## config.mk

```make
export PLATFORM = sky130hd
export DESIGN_NAME = ioctl_rom_router
export DESIGN_NICKNAME = d
export VERILOG_FILES = /design/src/rtl/ioctl_rom_router.sv
export SDC_FILE = /design/constraint.sdc
export NUM_CORES = 1
export LEC_CHECK = 0
export CORE_ASPECT_RATIO = 1.1
export CORE_MARGIN = 8
export CORE_UTILIZATION = 35
export DETAILED_ROUTE_END_ITERATION = 8
export SLEW_MARGIN = 20
export SYNTH_ARGS = -nofsm -noshare
export SYNTH_HDL_FRONTEND = slang
export SYNTH_SLANG_ARGS = --single-unit
```

## constraint.sdc

```tcl
create_clock -name clk_sys -period 4 [get_ports clk_sys]
set_input_delay 1.2 -clock clk_sys [delete_from_list [all_inputs] [get_ports clk_sys]]
set_output_delay 1.2 -clock clk_sys [all_outputs]
set_load 0.02 [all_outputs]
```

## src/rtl/ioctl_rom_router.sv

```systemverilog
// ioctl_rom_router: routes hps_io ioctl downloads into per-region ROM write
// ports, captures DIP and game-mod bytes, tracks load completion and
// stretches the core reset across downloads.
module ioctl_rom_router #(
    parameter int                          NUM_REGIONS = 3,
    parameter int                          RGN_AW      = 16,
    parameter logic [NUM_REGIONS*32-1:0]   REGION_BASE = {32'h0000FF00, 32'h0000E000, 32'h00000000},
    parameter logic [NUM_REGIONS*32-1:0]   REGION_END  = {32'h00010000, 32'h0000F000, 32'h00008000},
    parameter logic [7:0]                  ROM_INDEX   = 8'd0,
    parameter logic [7:0]                  MOD_INDEX   = 8'd1,
    parameter logic [7:0]                  DIP_INDEX   = 8'd254,
    parameter int                          DIP_BYTES   = 8,
    parameter int                          NUM_MODS    = 5,
    parameter int                          RESET_HOLD  = 16
) (
    input  logic                     clk_sys,
    input  logic                     reset,
    input  logic                     ioctl_download,
    input  logic [7:0]               ioctl_index,
    input  logic                     ioctl_wr,
    input  logic [24:0]              ioctl_addr,
    input  logic [7:0]               ioctl_dout,
    output logic [NUM_REGIONS-1:0]   rgn_we,
    output logic [RGN_AW-1:0]        rgn_addr,
    output logic [7:0]               rgn_data,
    output logic [NUM_REGIONS-1:0]   rgn_loaded,
    output logic                     dl_done,
    output logic                     dl_error,
    output logic [DIP_BYTES*8-1:0]   dip_sw,
    output logic [NUM_MODS-1:0]      mod_onehot,
    output logic                     mod_valid,
    output logic                     core_reset_out
);

    localparam int CNT_W = $clog2(RESET_HOLD + 1);

    logic [31:0]            addr_ext;
    logic                   rom_wr;
    logic                   dl_rise;
    logic                   dl_start;
    logic                   dl_end;
    logic [NUM_REGIONS-1:0] match;
    logic [NUM_REGIONS-1:0] last_hit;
    logic [RGN_AW-1:0]      local_addr [NUM_REGIONS];
    logic [RGN_AW-1:0]      sel_addr;
    logic [NUM_REGIONS-1:0] loaded_next;
    logic                   error_next;

    logic [NUM_REGIONS-1:0] rgn_we_reg;
    logic [RGN_AW-1:0]      rgn_addr_reg;
    logic [7:0]             rgn_data_reg;
    logic [NUM_REGIONS-1:0] rgn_loaded_reg;
    logic                   dl_done_reg;
    logic                   dl_error_reg;
    logic                   prev_dl_reg;
    logic                   rom_session_reg;
    logic [CNT_W-1:0]       hold_cnt_reg;
    logic                   core_reset_reg;

    // Configuration state survives resets, so it carries power-up values only.
    logic [DIP_BYTES*8-1:0] dip_reg        = '0;
    logic [7:0]             mod_byte_reg   = '0;
    logic [NUM_MODS-1:0]    mod_onehot_reg = NUM_MODS'(1);
    logic                   mod_valid_reg  = 1'b1;
    logic [NUM_MODS-1:0]    mod_onehot_next;

    assign addr_ext = {7'd0, ioctl_addr};
    assign rom_wr   = ioctl_wr && ioctl_download && (ioctl_index == ROM_INDEX);
    assign dl_rise  = ioctl_download && !prev_dl_reg;
    assign dl_start = dl_rise && (ioctl_index == ROM_INDEX);
    assign dl_end   = !ioctl_download && prev_dl_reg && rom_session_reg;

    genvar gi;
    generate
        for (gi = 0; gi < NUM_REGIONS; gi++) begin : g_rgn
            localparam logic [31:0] BASE  = REGION_BASE[gi*32 +: 32];
            localparam logic [31:0] END_A = REGION_END[gi*32 +: 32];
            localparam logic [31:0] LAST  = END_A - 32'd1;
            assign match[gi]      = (addr_ext >= BASE) && (addr_ext < END_A);
            assign last_hit[gi]   = rom_wr && (addr_ext == LAST);
            assign local_addr[gi] = RGN_AW'(addr_ext - BASE);
        end
    endgenerate

    // Lowest-numbered matching region supplies the rebased address.
    always_comb begin
        sel_addr = '0;
        for (int i = NUM_REGIONS - 1; i >= 0; i--) begin
            if (match[i]) begin
                sel_addr = local_addr[i];
            end
        end
    end

    // A download start clears the flags, but a same-cycle last-byte write still sets.
    always_comb begin
        loaded_next = (dl_start ? '0 : rgn_loaded_reg) | last_hit;
        error_next  = (dl_start ? 1'b0 : dl_error_reg) | (rom_wr && (match == '0));
    end

    // ROM routing, load tracking and download edge detection.
    always_ff @(posedge clk_sys) begin
        if (reset) begin
            rgn_we_reg      <= '0;
            rgn_addr_reg    <= '0;
            rgn_data_reg    <= '0;
            rgn_loaded_reg  <= '0;
            dl_done_reg     <= 1'b0;
            dl_error_reg    <= 1'b0;
            prev_dl_reg     <= 1'b0;
            rom_session_reg <= 1'b0;
        end else begin
            rgn_we_reg <= rom_wr ? match : '0;
            if (rom_wr && (match != '0)) begin
                rgn_addr_reg <= sel_addr;
                rgn_data_reg <= ioctl_dout;
            end
            rgn_loaded_reg <= loaded_next;
            dl_error_reg   <= error_next;
            dl_done_reg    <= dl_end && (&loaded_next) && !error_next;
            prev_dl_reg    <= ioctl_download;
            if (dl_rise) begin
                rom_session_reg <= (ioctl_index == ROM_INDEX);
            end
        end
    end

    // DIP byte capture; out-of-range addresses match no byte lane.
    always_ff @(posedge clk_sys) begin
        for (int i = 0; i < DIP_BYTES; i++) begin
            if (ioctl_wr && (ioctl_index == DIP_INDEX) && (addr_ext == 32'(i))) begin
                dip_reg[i*8 +: 8] <= ioctl_dout;
            end
        end
    end

    // Mod byte latch; the last write wins.
    always_ff @(posedge clk_sys) begin
        if (ioctl_wr && (ioctl_index == MOD_INDEX)) begin
            mod_byte_reg <= ioctl_dout;
        end
    end

    // One-hot decode of the latched mod byte; out-of-range bytes decode to zero.
    always_comb begin
        mod_onehot_next = '0;
        for (int i = 0; i < NUM_MODS; i++) begin
            if (mod_byte_reg == 8'(i)) begin
                mod_onehot_next[i] = 1'b1;
            end
        end
    end

    // Registered mod outputs, one cycle behind the latch.
    always_ff @(posedge clk_sys) begin
        mod_onehot_reg <= mod_onehot_next;
        mod_valid_reg  <= (mod_byte_reg < 8'(NUM_MODS));
    end

    // Core reset stretcher: any source reloads the hold counter.
    always_ff @(posedge clk_sys) begin
        if (reset || ioctl_download) begin
            hold_cnt_reg   <= CNT_W'(RESET_HOLD);
            core_reset_reg <= 1'b1;
        end else if (hold_cnt_reg != '0) begin
            hold_cnt_reg   <= hold_cnt_reg - CNT_W'(1);
            core_reset_reg <= 1'b1;
        end else begin
            core_reset_reg <= 1'b0;
        end
    end

    assign rgn_we         = rgn_we_reg;
    assign rgn_addr       = rgn_addr_reg;
    assign rgn_data       = rgn_data_reg;
    assign rgn_loaded     = rgn_loaded_reg;
    assign dl_done        = dl_done_reg;
    assign dl_error       = dl_error_reg;
    assign dip_sw         = dip_reg;
    assign mod_onehot     = mod_onehot_reg;
    assign mod_valid      = mod_valid_reg;
    assign core_reset_out = core_reset_reg;

endmodule
```

## Word-level counts from Yosys, hierarchy flattened

Index checks and enable logic that the tools add are counted.

- Bits in registers: 118
- Latch bits: 0
- RAM bits: 0
- Bits in read-only memories: 0
- Bits of input ports: 45
- Output and inout bits: 103
- Word-level logic and storage cells: 99
- Memories kept: 0

- $add $sub $neg: 3
- Multiply operators: 0
- Divide/modulo/power cells: 0
- $lt $le $gt $ge: 7
- Eq/ne operators: 16
- Shift-type cells: 0
- Muxes and demuxes: 11
- Bitwise logic cells: 3
- Reductions and logical operators: 38

Operators with widths:

| operator | count |
|---|---|
| 25-bit by 3-bit == test with 1-bit output, second input constant | 4 |
| 25-bit by 16-bit == test with 1-bit output, second input constant | 2 |
| 25-bit by 2-bit == test with 1-bit output, second input constant | 2 |
| 25-bit by 16-bit >= comparator with 1-bit output, second input constant | 2 |
| 25-bit by 16-bit < comparator with 1-bit output, second input constant | 2 |
| 16-bit 2-to-1 mux | 3 |
| 32-bit logical NOT | 1 |
| 16-bit subtractor, second input constant | 2 |
| 1-bit logical AND | 26 |
| 25-bit by 1-bit == test with 1-bit output, second input constant | 1 |
| 25-bit by 15-bit == test with 1-bit output, second input constant | 1 |
| 25-bit by 1-bit >= comparator with 1-bit output, second input constant | 1 |
| 25-bit by 17-bit < comparator with 1-bit output, second input constant | 1 |
| 8-bit by 1-bit == test with 1-bit output, second input constant | 2 |
| 8-bit by 2-bit == test with 1-bit output, second input constant | 2 |
| 8-bit logical NOT | 2 |
| 8-bit by 3-bit == test with 1-bit output, second input constant | 1 |
| 8-bit == test, second input constant | 1 |
| 8-bit by 3-bit < comparator with 1-bit output, second input constant | 1 |
| 1-bit 2-to-1 mux | 7 |
| 5-bit nonzero test | 1 |
| 5-bit by 1-bit subtractor with 5-bit output, second input constant | 1 |
| 1-bit logical NOT | 3 |
| 3-bit logical NOT | 1 |
| 8 further kinds | 8 |

## Logic depth before layout (Yosys ltp)

- Depth in word-level cells: 8
- Depth in mapped cells: 7
- Gate-level depth less buffers: 7

## Worst setup path before layout

No wires, ideal clock.

- Kind: input -> register
- From: in ioctl_addr[12]
- To: reg dip_reg[0], in the netlist dip_sw[0] (enable)
- Setup time: 383 ps
- Arrival: 2790 ps
- Required time: 3617 ps
- Path slack: 826 ps
- Cell stages on the path: 5
- Buffers on the path: 1
- Cells stage by stage: buf_2 > nor4b_1 > nand4_1 > or3_1 > nor3_1

- Longest elaborated chain between the ends: 2

RTL lines:

| item | line | text |
|---|---|---|
| from (decl) | 21 | `input logic [24:0] ioctl_addr,` |
| 32-bit logical NOT | 131 | `if (ioctl_wr && (ioctl_index == DIP_INDEX) && (addr_ext == 32'(i))) begin` |
| 1-bit logical AND | 131 |  |
| to (signal, indexed assignment) | 132 | `dip_reg[i*8 +: 8] <= ioctl_dout;` |
| to (decl) | 61 | `logic [DIP_BYTES*8-1:0] dip_reg = '0;` |

No other way between the ends.
A chain may end at the register's enable or synchronous reset.

## Worst setup path after layout

- From: in ioctl_addr[12]
- To: reg dip_reg[9], in the netlist dip_sw[9] (enable)

- Longest elaborated chain between the ends: 2

RTL lines:

| item | line |
|---|---|
| 25-bit by 1-bit == test with 1-bit output | 131 |
| 1-bit logical AND | 131 |

No other way between the ends.

==> reports/qor.yml <==
outcome: "finished, final reports clean"
p_sw_uw: 568
postCtsSetupRepairBufs: 0
largest_register_ffs: 64
post-route-period-util: 0.846
setup_ws_ns: 0.617
hold_end: "rgn_addr[4]"
nets: 561
synthXorXnorAreaFrac: 0.00985
pwr-share-comb: 0.051
leakage_uw: 0.00225
io_pins: 148
required_ns: 4.10
drc: 0
cellPowerDensity_mw_per_mm2: 415
startpoint_type: "input pin"
vias: 3399
yosys.area.top_type: "edfxtp_1"
synth_top_family_by_area: "simple AND/OR/NAND/NOR gates"
synth-edff-count: 72
syn-instance-count: 349
avgSynthCellArea_um2: 12.7
diodes: 0
hp-start: "rgn_addr[4]"
cts_tree: "yes"
hold_path.class: "reg2reg"
slew_headroom: 0.435
synth_warnings: 0
routed_wirelength_um: 12000
seqCellArea_mm2: 0.00308
areaGrowthSynthToFinish_pct: 50.0
synth.mux.area_fraction: 0.00225
cp-end-kind: "flip-flop"
p_sw_frac: 0.205
gr-usage-all-layers: 0.145
ys_ff_latch: 118
max_freq_mhz: 296
dieArea_mm2: 0.0166
internal-power_uw: 2200
drtAntennaViolNets: 0
grt_pass1_vias: 3486
yosys.area_share.simple: 0.168
setup_violations: 0
dp_slack_ns: 0.190
grt_pass1_wl_um: 18400
portBuffers: 147
yosys.cell_count.top_type: "edfxtp_1"
synth_flop_cell: "edfxtp_1"
clockPowerShare: 0.479
fin_skew_ns: 0.00185
yosysSeqAreaShare: 0.693
syn-num-nets: 399
numCtsBuffers: 17
hold_viol: 0
critPathKind: "in2reg"
synth_async_sr_flop_share: 0
clockBufferDepth: 2
cts_resized: 0
fillers: 1083
wl_per_cell_um: 17.7
min_path_cells: 2
synth_commonest_cells: "edfxtp_1 (72), dfxtp_1 (46), a21oi_1 (26), nand3_1 (25), nor2_1 (25)"
final_max_slew_viol_count: 0
tightestPinTransition_ns: 0.845
crit_fanout: 11
synthesis.area_mm2: 0.00445
cp.arrival_ns: 3.48
hpwl_um: 8990
netlist-cell-type-count: 46
h-tree-depth: 4
setup_tns_ns: 0
fp.coreArea_mm2: 0.0125
r2r_start: "prev_dl_reg"
synth_top_area_frac: 0.486
timing.rr.end: "dl_done"
cap_violations: 0
clock_latency_ns: 0.39
synth_compound_area_frac: 0.0903
slowest_delay_ns: 0.60
drtIter0Drc: 225
via_per_inst: 5.00
grt_max_degree: 24
crit_slowest_cell: "clkdlybuf4s50_1"
rows: 43
clock_sinks: 118
die_x_um: 123
grt-ovfl-total: 0
netlist_top_cells_area: "edfxtp_1 (49%), dfxtp_1 (21%), a21oi_1 (2.9%)"
antenna_found_initial: 0
ff2ff_setup_slack_ns: 2.49
drive_above_1_share: 0.0918
synth_fa_ha_area_frac: 0.0141
start_util: 0.355
drt_first_pass_iters: 4
routabilityCongestion: 0.884
clk_pin_slew_ns: 0.05
cts_root_buf: "clkbuf_16"
die_y_um: 134
ir_drop_uv: 227
cts_hold_buf: 0
pwr-share-seq: 0.471
path_cells: "clkdlybuf4s50_1, nor4b_1, nand4_1, or3_1, or2_1, nor2_1, buf_4"
min_period_ns: 3.38
multi_input_area_mm2: 0.00128
reg2reg_depth: 5
rsz0062_at_grt: "no"
logic make-up (layout without fill, tap and decap cells):
kind of cell / Yosys count / count (layout)
compound gates: 69 / 69
flops: 118 / 118
simple gates: 128 / 128
buf+inv: 23 / 197
mux: 1 / 1
xor+xnor: 5 / 5
fa+ha+maj: 5 / 5
cells in the final DEF, fill, tap and decap left out, drive strengths merged, types with 2 or more instances in the layout:
cell	n
and4	4
and3	6
o2111ai	2
xnor2	4
clkdlybuf4s50	147
nor3b	7
nand3	26
nand2b	3
a211oi	2
or3	2
clkinv	8
nor4b	4
clkinvlp	2
a21oi	26
nor4	6
clkbuf	20
a2111oi	2
nor2	25
o21ai	27
nor2b	3
a22oi	4
ha	5
nor3	12
nand3b	2
dfxtp	46
nand2	17
nand4	7
buf	13
o211ai	2
inv	6
edfxtp	72
routing by layer:
layer	GRT usage	wire (um)	up-vias
met5	0	0	-
met4	0.0576	246	0
met3	0.0635	1100	19
met2	0.229	5720	154
met1	0.169	4980	1586
li1	-	-	1640
how the worst max path moves through the flow:
| stage | depth (start not counted) | startpoint | to | slack [ns] |
|---|---|---|---|---|
| 5_1_grt | 9 | ioctl_addr[8] | dip_sw[13] | 0.53 |
| 4_1_cts | 7 | ioctl_addr[8] | rgn_addr[14] | 0.61 |
| 3_3_place_gp | 7 | ioctl_addr[13] | rgn_addr[14] | 0.27 |
| 2_1_floorplan | 5 | ioctl_addr[12] | dip_sw[0] | 0.83 |
| 3_5_place_dp | 7 | ioctl_addr[8] | rgn_addr[14] | 0.19 |
| 6_report | 7 | ioctl_addr[12] | dip_sw[9] | 0.62 |
through the flow:
stage                     cell area, um2  instances  total power (uW)  hold slack [ns]  utilization
after floorplan                     4450        349              1380            0.449            -
after global placement              6140        649              1460            0.462        0.490
after detailed placement            6140        649              1470            0.470        0.490
after CTS                           6660        680              2800            0.481        0.532
after global routing                6670        680              2870            0.501        0.532
final                               6670        680              2770            0.482        0.532
power groups by stage:
| stage | logic [uW] | registers (uW) | clock network [uW] |
|---|---|---|---|
| floorplan | 56.0 | 1320 | 0 |
| global placement | 137 | 1330 | 0 |
| detailed placement | 140 | 1330 | 0 |
| CTS | 139 | 1300 | 1360 |
| global route | 151 | 1300 | 1420 |
| finish | 140 | 1300 | 1320 |
cell type report:
type                    count  area share
multi-input cells         208       0.191
well taps                 157      0.0295
clock buffers              20      0.0655
inverters                   6     0.00338
flip-flops and latches    118       0.462
repair buffers            160       0.235
clock inverters            11      0.0129
worst max-delay path: cells and delay by family:
| family | cells | cell delay [ns] |
|---|---|---|
| simple gates | 5 | 1.49 |
| buf+inv | 2 | 0.79 |
Power figures use the tool's default switching activity.
